$ cat config.mk
export PLATFORM = sky130hd
export DESIGN_NAME = neuron_mac_ctrl
export DESIGN_NICKNAME = d
export VERILOG_FILES = /design/src/rtl/neuron_mac_ctrl.sv
export SDC_FILE = /design/constraint.sdc
export NUM_CORES = 1
export LEC_CHECK = 0
export BUFFER_PORTS_ARGS = -buffer_cell sky130_fd_sc_hd__buf_4
export CAP_MARGIN = 10
export CORE_AREA = 3 3 137 139
export DETAILED_ROUTE_END_ITERATION = 16
export DIE_AREA = 0 0 140 142
export PLACE_DENSITY_LB_ADDON = 0.25
export SYNTH_ARGS = -nofsm -noshare
export SYNTH_HDL_FRONTEND = slang
export SYNTH_SLANG_ARGS = --single-unit
$ cat constraint.sdc
create_clock -name clk -period 4.1 [get_ports clk]
set_clock_uncertainty 0.1 [all_clocks]
set_input_delay 0.41 -clock clk [delete_from_list [all_inputs] [get_ports clk]]
set_output_delay 0.41 -clock clk [all_outputs]
set_load 0.02 [all_outputs]
$ cat src/rtl/neuron_mac_ctrl.sv
// Dot-product sequencer for a neuron: streams shared input/weight addresses,
// accumulates multiplier products onto a bias and reports the sum with a done pulse.
module neuron_mac_ctrl #(
    parameter int DATA_WIDTH = 32,
    parameter int ADDR_WIDTH = 10
) (
    input  logic                  clk,
    input  logic                  reset,
    input  logic                  start,
    input  logic [ADDR_WIDTH:0]   vec_len,
    input  logic [DATA_WIDTH-1:0] bias,
    output logic                  rd_en,
    output logic [ADDR_WIDTH-1:0] rd_addr,
    output logic                  mul_valid,
    input  logic [DATA_WIDTH-1:0] mul_result,
    input  logic                  mul_result_valid,
    output logic                  busy,
    output logic                  done,
    output logic [DATA_WIDTH-1:0] sum
);

    typedef enum logic [1:0] {
        IDLE  = 2'd0,
        ISSUE = 2'd1,
        DRAIN = 2'd2,
        DONE  = 2'd3
    } state_t;

    localparam logic [ADDR_WIDTH:0] MAX_LEN  = {1'b1, {ADDR_WIDTH{1'b0}}};
    localparam logic [ADDR_WIDTH:0] ZERO_CNT = {(ADDR_WIDTH+1){1'b0}};
    localparam logic [ADDR_WIDTH:0] ONE_CNT  = {{ADDR_WIDTH{1'b0}}, 1'b1};

    state_t                state_r;
    logic [ADDR_WIDTH:0]   len_r;
    logic [ADDR_WIDTH:0]   issue_cnt_r;
    logic [ADDR_WIDTH:0]   accept_cnt_r;
    logic [DATA_WIDTH-1:0] acc_r;

    logic [ADDR_WIDTH:0]   len_clamped_s;
    logic [ADDR_WIDTH:0]   accept_next_s;
    logic [DATA_WIDTH-1:0] acc_next_s;

    // Clamped job length and next-value helpers for the accumulate path
    always_comb begin
        len_clamped_s = (vec_len > MAX_LEN) ? MAX_LEN : vec_len;
        accept_next_s = accept_cnt_r + ONE_CNT;
        acc_next_s    = acc_r + mul_result;
    end

    // Control FSM with all outputs registered
    always_ff @(posedge clk or negedge reset) begin
        if (!reset) begin
            state_r      <= IDLE;
            len_r        <= ZERO_CNT;
            issue_cnt_r  <= ZERO_CNT;
            accept_cnt_r <= ZERO_CNT;
            acc_r        <= {DATA_WIDTH{1'b0}};
            rd_en        <= 1'b0;
            rd_addr      <= {ADDR_WIDTH{1'b0}};
            mul_valid    <= 1'b0;
            busy         <= 1'b0;
            done         <= 1'b0;
            sum          <= {DATA_WIDTH{1'b0}};
        end else begin
            mul_valid <= rd_en;
            done      <= 1'b0;
            // Products are only meaningful inside a job; stray ones in IDLE are dropped
            if ((state_r != IDLE) && mul_result_valid) begin
                acc_r        <= acc_next_s;
                accept_cnt_r <= accept_next_s;
            end
            case (state_r)
                IDLE: begin
                    if (start) begin
                        len_r        <= len_clamped_s;
                        acc_r        <= bias;
                        accept_cnt_r <= ZERO_CNT;
                        busy         <= 1'b1;
                        if (vec_len == ZERO_CNT) begin
                            state_r     <= DONE;
                            issue_cnt_r <= ZERO_CNT;
                            done        <= 1'b1;
                            sum         <= bias;
                        end else begin
                            state_r     <= ISSUE;
                            issue_cnt_r <= ONE_CNT;
                            rd_en       <= 1'b1;
                            rd_addr     <= {ADDR_WIDTH{1'b0}};
                        end
                    end
                end
                ISSUE: begin
                    if (issue_cnt_r == len_r) begin
                        rd_en   <= 1'b0;
                        state_r <= DRAIN;
                    end else begin
                        rd_addr     <= issue_cnt_r[ADDR_WIDTH-1:0];
                        issue_cnt_r <= issue_cnt_r + ONE_CNT;
                    end
                end
                DRAIN: begin
                    // The last product arrives here: finish on the cycle it is accepted
                    if (mul_result_valid && (accept_next_s == len_r)) begin
                        state_r <= DONE;
                        done    <= 1'b1;
                        sum     <= acc_next_s;
                    end
                end
                DONE: begin
                    state_r <= IDLE;
                    busy    <= 1'b0;
                end
                default: begin
                    state_r <= IDLE;
                    rd_en   <= 1'b0;
                    busy    <= 1'b0;
                end
            endcase
        end
    end

endmodule

======== Yosys cells after proc, flatten, opt, wreduce, memory -nomap -nowiden ========
Index checks and enable logic that the tools add are counted.
Widths: inputs -> output; s select.
operators by class
  add/sub/neg operators ................... 3
  order comparisons ....................... 1
  equality and inequality tests ........... 11
  muxes and demuxes ....................... 34
  reduce and logical (&&, ||, !) cells .... 15
operator list
  cell                   number
  $mux 32                6
  $mux 11                6
  $pmux 32 s2            1
  $add 32x32->32         1
  $mux 10                3
  $add 11x1->11 const B  2
  $eq 11x11->1           2
  $pmux 11 s2            1
  $pmux 10 s2            1
  $ne 2x2->1 const B     6
  $reduce_and 4->1       3
  $gt 11x11->1 const B   1
  $logic_not 11->1       1
  $mux 1                 8
  $mux 2                 4
  $pmux 2 s4             1
  $reduce_bool 2->1      4
  $pmux 1 s2             3
  $reduce_and 3->1       2
  $eq 2x2->1 const B     2
  $reduce_and 2->1       2
  $eq 2x1->1 const B     1
  $logic_and 1x1->1      2
  $logic_not 2->1        1
word-level totals
  flip-flop bits (word level) ............. 113
  input bits .............................. 79
  output and inout port bits .............. 46
  word-level logic and storage cells ...... 75

======== Depth between registers and ports, before layout ========
Gate-level depths: netlist of run 1.
  word-level depth ........................ 5
  mapped depth ............................ 11
  mapped depth without buffers ............ 11

======== Worst setup path before layout of run 1 ========
OpenSTA, ideal clock, no wires.
  kind .................................... input port to flip-flop
  start ................................... input mul_result[0]
  end ..................................... register sum[26]
  library setup time ...................... 0.129 ns
  arrival ................................. 2.617 ns
  data required time ...................... 3.871 ns
  slack ................................... 1.255 ns
  stages .................................. 11
  path buffers ............................ 0
  cell sequence ........................... ha_1 fa_1 a21oi_1 nor3_1 o31ai_1 a2111oi_0 a21boi_0 o21ai_0 a21oi_1 xor2_1 o21ai_0
on the way
  longest elaborated chain between the ends .. 3
ends and longest elaborated chain
  item                  line  source
  start, declared       15    input logic [DATA_WIDTH-1:0] mul_result,
  $add 32x32->32        47    acc_next_s = acc_r + mul_result;
  $mux 32               103   if (mul_result_valid && (accept_next_s == len_r)) begin
  $pmux 32 s2           72    case (state_r)
  end signal, assigned  63    sum <= {DATA_WIDTH{1'b0}};
  end signal, assigned  83    sum <= bias;
  end signal, assigned  106   sum <= acc_next_s;
  end, declared         19    output logic [DATA_WIDTH-1:0] sum
No other way between the ends. The select of a mux whose other input is x is not followed.
A chain may end at the register's enable or synchronous reset.

======== Worst setup path in the final report of run 1 ========
  start ................................... register acc_r[1]
  end ..................................... register acc_r[31]
on the way
  longest elaborated chain between the ends .. 4
ends and longest elaborated chain
  item                    line  source
  start, declared         37    logic [DATA_WIDTH-1:0] acc_r;
  start signal, assigned  57    acc_r <= {DATA_WIDTH{1'b0}};
  start signal, assigned  69    acc_r <= acc_next_s;
  start signal, assigned  76    acc_r <= bias;
  $add 32x32->32 (*)      47
  $mux 32 (*)             68    if ((state_r != IDLE) && mul_result_valid) begin
  $mux 32                 74    if (start) begin
  $mux 32 (*)             72
Mark *: on every way between the ends. The rest lies on a longest branch, timed or not.

==> results.md, run 1 <==
- Number of global-route vias before repair: between 6000 and 7000
- Area grow syn2layout: 24.33%
- Pre-antenna DRT Iters: 5
- F_max: roughly 310 MHz
- Synth cell types: 67
- PwrDens: about 830 mW/mm²
- Post-synth net total: 928
- Finished layout cell area: ~0.0088 mm²
- Fin nets: slightly above 1000
- Clock latency on the worst-skew pair: roughly 0.43 ns
- Root buf cell: clkbuf_16
- Setup TNS: 0 ns
- Routability cong.: just under 0.9
- CP bufs+invs: 0
- CP Data Arrival Time: 3.42 ns
- Drc violations: 0
- Critical path type: reg2reg
- Hold Path Class: in2async
- Crit-path cells: ha_1 > a211oi_1 > o211ai_1 > a21o_1 > a211o_1 > a21oi_1 > o221ai_1 > a21oi_1 > xnor2_1 > a21oi_1
- Yosys warning count: 0
- # hold bufs at CTS: 0
- Top Ports: approximately 130
- Fill cells: approximately 1700
- R2r endpoint: acc_r[31]
- CTS clock-pin slew for the worst setup and hold paths: around 0.060 ns
- Overflow after GRT: 0
- Commonest non-fill, non-tap cells in the layout: buf_4 (131), nand2_1 (121), dfrtp_1 (113)
- Initial drt markers: roughly 390
- CTS tree: done
- Buffers on Ports: 124
- Largest net degree at the start of global routing: 59
- Outcome: complete, but fails checks
- Finished Layout Cells: around 1200
- Hpwl dp: 14490 µm
- Initial core utilization: 0.3975
- Violated checks: hold timing
- Crit-path leading delay family: compound AO/OA/AOI/OAI gates
- Flop-to-flop setup slack: 0.86 ns
- Final period util: 0.7904
- Hold WS: -0.04517 ns
- VDD IR-drop max: roughly 0.00045 V
- RR Startpoint: acc_r[1]
- Worst setup EP type: register
- DP Cell Count: 1132
- # rows: 49
- Slowest CP cell: dfrtp_1
- MaxCap Viol Count: 0
- Syn Inst Count: ~810
- Top cell type's share of synthesized area: 0.4001
- Inserted Clock Buffers: 17
- Post-DRT Antenna Nets: 0
- Seq/Total Area, Yosys: 0.4001
- Worst slew pin tran: a little over 0.9 ns
- Ys async rst share: 1.000
- Top cell by count, worst path: a21oi_1
- DRT Wirelength: roughly 20000 µm
- P_leak: slightly below 4 nW
- Clock H-tree levels: 4
- Pins over their slew limit: 0
- Startpoint types: register
- Critical Path RT: ~4.3 ns
- Post-CTS setup buffers: 0
- CTS sink cnt: between 100 and 150
- Core Region: roughly 0.018 mm²
- Area after DPL: 0.008177 mm²
- Max Buffers Root-to-Sink: 2
- Full die area: a little under 0.02 mm²
- RSZ-0062 raised after global routing: no
- Via count: roughly 6500
- Crit path largest cell delay: a little over 0.4 ns
- Avg Cell Area, Syn: slightly below 9 µm²
- Worst r2r path cells: 10
- Final Hold Vio Count: 56
- Slew headroom: 0.3943
- Layout cells sized above 1: 0.1904
- Commonest non-fill, non-tap cell in the layout: buf_4
- Global-route wire length before repair: 32870 µm
- Area leader, netlist: dfrtp_1
- Initial antenna violation count: 0
- Number of inserted diodes: 0
- Post-layout min period: 3.241 ns
- Synthesized area: just over 0.007 mm²
- Synthesized flop and latch total: 113
- Max FO, Critical Path: 3
- Post-synth EDFFs: 0
- Post-synth top flop: dfrtp_1
- Wire per inst: 17.22 µm
- Via density: 5.548
- Synth area leaders: dfrtp_1 (40%), ha_1 (6.6%), nand2_1 (6.4%), a21oi_1 (5.6%), o21ai_0 (4.9%)
- Die Span Y: approximately 140 µm
- CTS resizes: 0
- Die Width: approximately 140 µm
- Final setup vio count: 0
- GRT Util Overall: 0.2045
## how the worst max path moves through the flow
stage | cells after the start | start | to
2_1_floorplan | 11 | mul_result[0] | sum[26]
3_3_place_gp | 12 | mul_result[0] | sum[26]
3_5_place_dp | 12 | mul_result[0] | sum[26]
4_1_cts | 11 | accept_cnt_r[0] | sum[8]
5_1_grt | 10 | acc_r[11] | sum[26]
6_report | 10 | acc_r[1] | acc_r[31]
## per-stage QoR
step           power [mW]  worst slack [ns]    util
2_1_floorplan       4.687             1.255       -
3_3_place_gp        5.720            0.8234  0.4599
4_1_cts             7.356            0.9060  0.4942
6_report            7.325            0.8595  0.4942
3_5_place_dp        5.766            0.7802  0.4599
5_1_grt             7.909            0.5431  0.4942
## kinds of logic (layout without fill, tap and decap cells)
| kind of cell | after synthesis | in the layout | synth area share |
|---|---|---|---|
| xor+xnor | 59 | 59 | 0.07312 |
| buf+inv | 57 | 181 | 0.03258 |
| flops | 113 | 113 | 0.4001 |
| fa+ha+maj | 38 | 38 | 0.06834 |
| mux | 8 | 8 | 0.01204 |
| compound gates | 270 | 270 | 0.2346 |
| simple gates | 266 | 266 | 0.1792 |
## worst reg2reg max path, delay by kind of cell (launching register included)
| family | cells | cell delay (ns) |
|---|---|---|
| AOI/OAI and AO/OA | 8 | 2.12 |
| DFF | 1 | 0.41 |
| adders and majority gates | 1 | 0.30 |
| xor gates and xnor gates | 1 | 0.19 |
## cell type report
cell class | count | area (µm²) | area share
Sequential cell | 113 | 2828 | 0.3218
Tap cell | 229 | 286.5 | 0.03261
Inverter | 18 | 67.56 | 0.007690
Timing Repair Buffer | 131 | 983.4 | 0.1119
Clock inverter | 15 | 183.9 | 0.02093
Clock buffer | 17 | 425.4 | 0.04842
Multi-Input combinational cell | 641 | 4011 | 0.4566
## cell usage after synthesis, types with 3 or more instances
cell and instances:
nand2_1 121, nand3_1 18, a211o_1 3, o21ai_0 69, buf_2 3, o31ai_1 5, nor2b_1 12, xor2_1 20
clkbuf_1 31, nor2_1 49, nor4_1 4, nand2b_1 9, a21o_1 12, and3_1 11, nor3_1 4, dfrtp_1 113
a211oi_1 5, o22ai_1 34, o211ai_1 10, inv_1 18, a22o_1 4, mux2i_1 4, xnor2_1 39, or3_1 5
mux2_2 4, ha_1 37, nand4_1 11, a31oi_1 7, o21a_1 12, a21oi_1 79, a21boi_0 3, nand3b_1 8
o22a_1 3
## flip-flops by register name (all words and copies together) (netlist names)
name          flops
issue_cnt_r      11
acc_r            32
accept_cnt_r     11
busy              1
sum              32
state_r           2
rd_addr          10
len_r            11
rd_en             1
mul_valid         1
done              1
## per-layer routing
| layer | track usage | wire length, µm | up-vias |
|---|---|---|---|
| met5 | 0 | 0 | - |
| met2 | 0.3391 | 9523 | 184 |
| met4 | 0.06986 | 436 | 0 |
| met3 | 0.03562 | 1021 | 27 |
| met1 | 0.2725 | 9058 | 3076 |
| li1 | - | - | 3171 |
## power breakdown
part	internal (mW)	leakage (nW)	switching, mW	total (mW)
registers	1.57	1.40	0.381	1.95
clock network	0.962	0.291	0.583	1.54
logic	1.56	2.25	2.27	3.83
Power figures use the tool's default switching activity.
==> run 2: changes to the inputs <==
Settings changed: ABC_AREA set to 1, CORE_AREA 3 3 137 139 to 3 3 149 151, DIE_AREA 0 0 140 142 to 0 0 152 154.
Clock period 4.1 ns to 3.1 ns, I/O delays scaled along.
==> results.md, run 2 <==
- Outcome: finished, final reports clean (was complete, but fails checks)
- Count leader, synth: nand2_1 (unchanged)
- CTS sink cnt: 113 (unchanged)
- Final Util: 0.4830 (was 0.4942)
- Synth cell types: 35 (was 67)
- Multiplexer share of the synthesized area: 0 (was 0.01204)
- Full die area: 0.02341 mm² (was 0.01988 mm²)
- Setup TNS: 0 ns (unchanged)
- Initial antenna violation count: 0 (unchanged)
- Slowest CP cell: dfrtp_1 (unchanged)
- Compound-Gate Fraction of Synth Area: 0.08940 (was 0.2346)
- Buffers on Ports: 124 (unchanged)
- CTS clock-pin slew for the worst setup and hold paths: 0.06 ns (about the same)
- Max FO, Critical Path: 32 (was 3)
- Area share of fa/ha/maj cells after synthesis: 0.05810 (was 0.06834)
- Number of global-route vias before repair: 8057 (was 6394)
- Largest net degree at the start of global routing: 53 (was 59)
- Core Region: 0.02096 mm² (was 0.01778 mm²)
- Initial core utilization: 0.3967 (was 0.3975)
- Die Width: 152 µm (was 140 µm)
- Top cell type's share of synthesized area: 0.3402 (was 0.4001)
- Synthesized flop and latch total: 113 (unchanged)
- Xor/xnor cell area share of the yosys netlist: 0.03266 (was 0.07312)
- Layout cells sized above 1: 0.1414 (was 0.1904)
- Hold WS: 0.02131 ns (was -0.04517 ns)
- Synth cell count leaders: nand2_1 (447), inv_1 (196), nand3_1 (130) (was nand2_1 (121), dfrtp_1 (113), a21oi_1 (79))
- Initial drt markers: 561 (was 392)
- Clock latency on the worst-skew pair: 0.42 ns (was 0.43 ns)
- Post-CTS setup buffers: 0 (unchanged)
- Wire per inst: 15.62 µm (was 17.22 µm)
- Pins over their slew limit: 0 (unchanged)
- Area after DPL: 0.009503 mm² (was 0.008177 mm²)
- Synth area leaders: dfrtp_1 (34%), nand2_1 (20%), inv_1 (8.9%), nand3_1 (7.8%), ha_1 (5.6%) (was dfrtp_1 (40%), ha_1 (6.6%), nand2_1 (6.4%), a21oi_1 (5.6%), o21ai_0 (4.9%))
- Inserted Clock Buffers: 17 (unchanged)
- Drc violations: 0 (unchanged)
- Main combinational cell family by area after synthesis: simple AND/OR/NAND/NOR gates (was compound AO/OA/AOI/OAI gates)
- Hold path start: vec_len[2]
- Fin nets: 1490 (was 1039)
- DP Cell Count: 1628 (was 1132)
- Crit path largest cell delay: 0.54 ns (was 0.41 ns)
- Routability cong.: 0.9398 (was 0.8679)
- Area grow syn2layout: 21.75% (was 24.33%)
- Ys async rst share: 1.000 (unchanged)
- Startpoint types: register (unchanged)
- DRT Wirelength: 25940 µm (was 20040 µm)
- Final Hold Vio Count: 0 (was 56)
- Pre-antenna DRT Iters: 5 (unchanged)
- Critical Path RT: 3.30 ns (was 4.28 ns)
- PwrDens: 1008 mW/mm² (was 833.7 mW/mm²)
- Hpwl dp: 20240 µm (was 14490 µm)
- Hold path depth: 3
- CTS resizes: 0 (unchanged)
- Slew headroom: 0.4815 (was 0.3943)
- Hold Path Class: in2reg (was in2async)
- Avg Cell Area, Syn: 6.619 µm² (was 8.714 µm²)
- GRT Util Overall: 0.2226 (was 0.2045)
- RR Startpoint: accept_cnt_r[0] (was acc_r[1])
- CP Data Arrival Time: 2.89 ns (was 3.42 ns)
- Simple-gate area share of the yosys netlist: 0.3682 (was 0.1792)
- Pwr Total: 10.20 mW (was 7.325 mW)
- Clock H-tree levels: 4 (unchanged)
- Synthesized area: 0.008313 mm² (was 0.007067 mm²)
- Die Span Y: 154 µm (was 142 µm)
- Post-synth net total: 1373 (was 928)
- Finished Layout Cells: 1661 (was 1164)
- CTS tree: done (unchanged)
- Setup slack after layout: 0.4043 ns (was 0.8595 ns)
- Commonest non-fill, non-tap cells in the layout: nand2_1 (447), inv_1 (196), buf_4 (135) (was buf_4 (131), nand2_1 (121), dfrtp_1 (113))
- WHS Endpoint: len_r[2]
- F_max: 371.0 MHz (was 308.6 MHz)
- Yosys warning count: 0 (unchanged)
- Overflow after GRT: 0 (unchanged)
- Global-route wire length before repair: 42030 µm (was 32870 µm)
- Via density: 5.071 (was 5.548)
- # rows: 53 (was 49)
- R2r endpoint: sum[5] (was acc_r[31])
- Seq/Total Area, Yosys: 0.3402 (was 0.4001)
- Number of inserted diodes: 0 (unchanged)
- Commonest non-fill, non-tap cell in the layout: nand2_1 (was buf_4)
- RSZ-0062 raised after global routing: no (unchanged)
- VDD IR-drop max: 0.0004179 V (was 0.0004459 V)
- MaxCap Viol Count: 0 (unchanged)
- Worst slew pin tran: 0.7776 ns (was 0.9085 ns)
- Crit-path cells: ha_1 > nand2_1 > nor2_4 > nand3_1 > nand3_1 > nand2_1 > inv_1 > nand2_1 > nor2_2 > nand3_2 > nand2_4 > nand2_4 > nand2_1 > nand2_1 (was ha_1 > a211oi_1 > o211ai_1 > a21o_1 > a211o_1 > a21oi_1 > o221ai_1 > a21oi_1 > xnor2_1 > a21oi_1)
- Post-layout min period: 2.696 ns (was 3.241 ns)
- Flop-to-flop setup slack: 0.40 ns (was 0.86 ns)
- Post-DRT Antenna Nets: 0 (unchanged)
- Largest regs: acc_r: 32 flops, sum: 32 flops (unchanged)
- Critical path type: reg2reg (unchanged)
- Top cell by count, worst path: nand2_1 (was a21oi_1)
- P_leak: 5.360 nW (was 3.944 nW)
- Area leader, netlist: dfrtp_1 (unchanged)
- Via count: 8423 (was 6458)
- Max Buffers Root-to-Sink: 2 (unchanged)
- Worst setup EP type: register (unchanged)
- Final period util: 0.8696 (was 0.7904)
- Top Ports: 125 (unchanged)
- Finished layout cell area: 0.01012 mm² (was 0.008786 mm²)
- Post-synth EDFFs: 0 (unchanged)
- DP Worst Slack: 0.4327 ns (was 0.7802 ns)
- Post-synth top flop: dfrtp_1 (unchanged)
- Syn Inst Count: 1256 (was 811)
- Root buf cell: clkbuf_16 (unchanged)
- Final setup vio count: 0 (unchanged)
- Worst r2r path cells: 14 (was 10)
[run 2: worst max path at each step]
stage / start / endpoint / slack (ns) / cells after the start
final: accept_cnt_r[0] / sum[5] / 0.40 / 14
after global routing: accept_cnt_r[0] / sum[5] / 0.12 / 14
after CTS: accept_cnt_r[0] / sum[5] / 0.43 / 14
after detailed placement: accept_cnt_r[0] / sum[5] / 0.43 / 14
after global placement: state_r[0] / accept_cnt_r[8] / 0.51 / 8
after floorplan: acc_r[0] / sum[30] / 0.96 / 14
[run 2: timing repair]
action	4_1_cts	5_1_grt
hold buffers	1	0
setup endpoints to repair	0	0
hold endpoints to repair	33	0
[run 2: cell families after synthesis]
family	after synthesis
simple gates	716
buf+inv	236
compound gates	122
flops	113
fa+ha+maj	38
xor+xnor	31
[run 2: layer usage]
metal / global-route usage / vias up / routed length (µm)
met2: 0.3702 / 257 / 12260
li1: - / 4263 / -
met4: 0.06122 / 0 / 527
met5: 0 / - / 0
met3: 0.03828 / 33 / 1492
met1: 0.3004 / 3870 / 11660
[run 2: cell type report]
type,instances,area (µm²)
tap,275,344.1
timing repair buffer,137,1044
inverter,197,739.5
fill,2195,10830
clock buffer,18,429.2
sequential,113,2828
clock inverter,14,178.9
multi-input combinational,907,4558
[run 2: worst max-delay path, delay by kind of cell (launching register included)]
| kind | cells | cell delay (ns) |
|---|---|---|
| buffers and inverters | 1 | 0.05 |
| flip-flops | 1 | 0.54 |
| AND/OR/NAND/NOR | 12 | 1.56 |
| adder cells (fa/ha/maj) | 1 | 0.32 |
[run 2: power breakdown]
| group | internal, mW | switching [mW] | leakage (nW) |
|---|---|---|---|
| registers | 2.06 | 0.522 | 1.41 |
| logic | 1.97 | 3.60 | 3.67 |
| clock network | 1.28 | 0.770 | 0.288 |
==> run 3: changes to the inputs <==
Settings changed: CORE_AREA 3 3 149 151 to 3 3 136 164, DIE_AREA 0 0 152 154 to 0 0 139 167.
==> results.md, run 3 (synthesized netlist as in run 2, its figures left out) <==
- Outcome: finished, final reports clean (unchanged)
- Number of global-route vias before repair: 8146 (was 8057)
- Crit-path leading delay family: simple AND/OR/NAND/NOR gates (unchanged)
- Overflow after GRT: 0 (unchanged)
- Post-DRT Antenna Nets: 0 (unchanged)
- Slew headroom: 0.4874 (was 0.4815)
- Fin nets: 1491 (was 1490)
- Final Util: 0.4831 (was 0.4830)
- Final period util: 0.8584 (was 0.8696)
- Clock H-tree levels: 4 (unchanged)
- GRT Util Overall: 0.2232 (was 0.2226)
- Layout cells sized above 1: 0.1428 (was 0.1414)
- CTS tree: done (unchanged)
- Crit path largest cell delay: 0.53 ns (was 0.54 ns)
- Met3 Wirelength: 1154 µm (was 1492 µm)
- Number of inserted diodes: 0 (unchanged)
- Met1 Routed Length: 11260 µm (was 11660 µm)
- Pins over their slew limit: 0 (unchanged)
- Setup TNS: 0 ns (unchanged)
- Pre-antenna DRT Iters: 5 (unchanged)
- Top Ports: 125 (unchanged)
- Die Span Y: 167 µm (was 154 µm)
- F_max: 375.8 MHz (was 371.0 MHz)
- Max Buffers Root-to-Sink: 2 (unchanged)
- Full die area: 0.02321 mm² (was 0.02341 mm²)
- CTS clock-pin slew for the worst setup and hold paths: 0.06 ns (about the same)
- Top sig layer: met4 (unchanged)
- Clock latency on the worst-skew pair: 0.42 ns (about the same)
- Drc violations: 0 (unchanged)
- Initial drt markers: 493 (was 561)
- CP bufs+invs: 1 (unchanged)
- Startpoint types: register (unchanged)
- Inserted Clock Buffers: 17 (unchanged)
- Finished layout cell area: 0.01010 mm² (was 0.01012 mm²)
- Flop-to-flop setup slack: 0.44 ns (was 0.40 ns)
- RSZ-0062 raised after global routing: no (unchanged)
- Hold Path Class: in2reg (unchanged)
- Area after DPL: 0.009492 mm² (was 0.009503 mm²)
- Core Region: 0.02090 mm² (was 0.02096 mm²)
- Largest net degree at the start of global routing: 48 (was 53)
- RR Startpoint: accept_cnt_r[0] (unchanged)
- Largest regs: acc_r: 32 flops, sum: 32 flops (unchanged)
- Via count: 8381 (was 8423)
- Root buf cell: clkbuf_16 (unchanged)
- Initial core utilization: 0.3977 (was 0.3967)
- CTS sink cnt: 113 (unchanged)
- Commonest non-fill, non-tap cell in the layout: nand2_1 (unchanged)
- Final Hold Vio Count: 0 (unchanged)
- Top cell by count, worst path: nand2_1 (unchanged)
- Wire per inst: 15.66 µm (was 15.62 µm)
- Global-route wire length before repair: 41570 µm (was 42030 µm)
- WHS Endpoint: len_r[2] (unchanged)
- R2r endpoint: sum[24] (was sum[5])
- Worst setup EP type: register (unchanged)
- Commonest non-fill, non-tap cells in the layout: nand2_1 (447), inv_1 (196), buf_4 (137) (was nand2_1 (447), inv_1 (196), buf_4 (135))
- Crit-path cells: ha_1 > nand2_1 > nor2_4 > nand3_1 > nand3_1 > nand2_1 > inv_1 > nand2_1 > nor2_2 > nand3_2 > nand2_4 > nand2_4 > nand2_1 > nand2_1 (unchanged)
- Final setup vio count: 0 (unchanged)
- Critical Path RT: 3.31 ns (was 3.30 ns)
- Die Width: 139 µm (was 152 µm)
- Routability cong.: 0.9363 (was 0.9398)
- Via density: 5.058 (was 5.071)
- Critical path type: reg2reg (unchanged)
- Met2 wire len: 12790 µm (was 12260 µm)
- Worst r2r path cells: 14 (unchanged)
- P_leak: 5.364 nW (was 5.360 nW)
- Area grow syn2layout: 21.46% (was 21.75%)
- Post-CTS setup buffers: 0 (unchanged)
- Slowest CP cell: dfrtp_1 (unchanged)
- Buffers on Ports: 124 (unchanged)
- # rows: 58 (was 53)
- DRT Wirelength: 25950 µm (was 25940 µm)
- CP Data Arrival Time: 2.87 ns (was 2.89 ns)
- MaxCap Viol Count: 0 (unchanged)
- Initial antenna violation count: 0 (unchanged)
- Hold path start: vec_len[2] (unchanged)
- PwrDens: 1001 mW/mm² (was 1008 mW/mm²)
- Post-layout min period: 2.661 ns (was 2.696 ns)
- Hold path depth: 3 (unchanged)
- Max FO, Critical Path: 32 (unchanged)
- VDD IR-drop max: 0.0004864 V (was 0.0004179 V)
- Hpwl dp: 20660 µm (was 20240 µm)
- Hold WS: 0.02199 ns (was 0.02131 ns)
- Worst slew pin tran: 0.7687 ns (was 0.7776 ns)
[run 3: metal layers]
layer	up-vias	track usage
met3	38	0.03647
met4	0	0.08255
li1	4266	-
met5	-	0
met2	214	0.3881
met1	3863	0.2787
[run 3: worst max path at each step]
stage / from / end / depth (start not counted)
finish: accept_cnt_r[0] / sum[24] / 14
global route: accept_cnt_r[0] / sum[12] / 14
CTS: accept_cnt_r[0] / sum[27] / 14
detailed placement: accept_cnt_r[0] / sum[23] / 14
global placement: mul_result[0] / sum[22] / 15
floorplan: acc_r[0] / sum[30] / 14
[run 3: what timing repair did]
item / 4_1_cts / 5_1_grt
hold buffers: 1 / 0
endpoints found under the hold margin: 44 / 0
resized for setup: 0 / 0
[run 3: final cells by class]
type,count,area [µm²]
inverters,197,739.5
multi-input cells,907,4558
well taps,270,337.8
fillers,2188,10800
clock buffers,18,439.2
clock inverters,14,156.4
repair buffers,138,1039
flip-flops and latches,113,2828
[run 3: power by group]
group	total [mW]	switching (mW)	leakage [nW]	internal, mW
Clock	1.98	0.767	0.292	1.22
Combinational	5.53	3.56	3.67	1.96
Sequential	2.60	0.537	1.41	2.06
[run 3: worst register-to-register path: stages, from the launching register on]
cell and delay (ns):
dfrtp_1 0.53, ha_1 0.31, nand2_1 0.15, nor2_4 0.15
nand3_1 0.12, nand3_1 0.10, nand2_1 0.06, inv_1 0.05
nand2_1 0.05, nor2_2 0.11, nand3_2 0.09, nand2_4 0.24
nand2_4 0.27, nand2_1 0.16, nand2_1 0.06
[run 3: metrics by stage]
stage               total power [mW]  cells  worst slack (ns)
floorplan                      6.425   1256            0.9643
global placement               8.055   1624            0.4634
detailed placement             8.127   1624            0.4279
CTS                            10.16   1657            0.4216
global route                   11.05   1657           0.06213
finish                         10.11   1657            0.4390
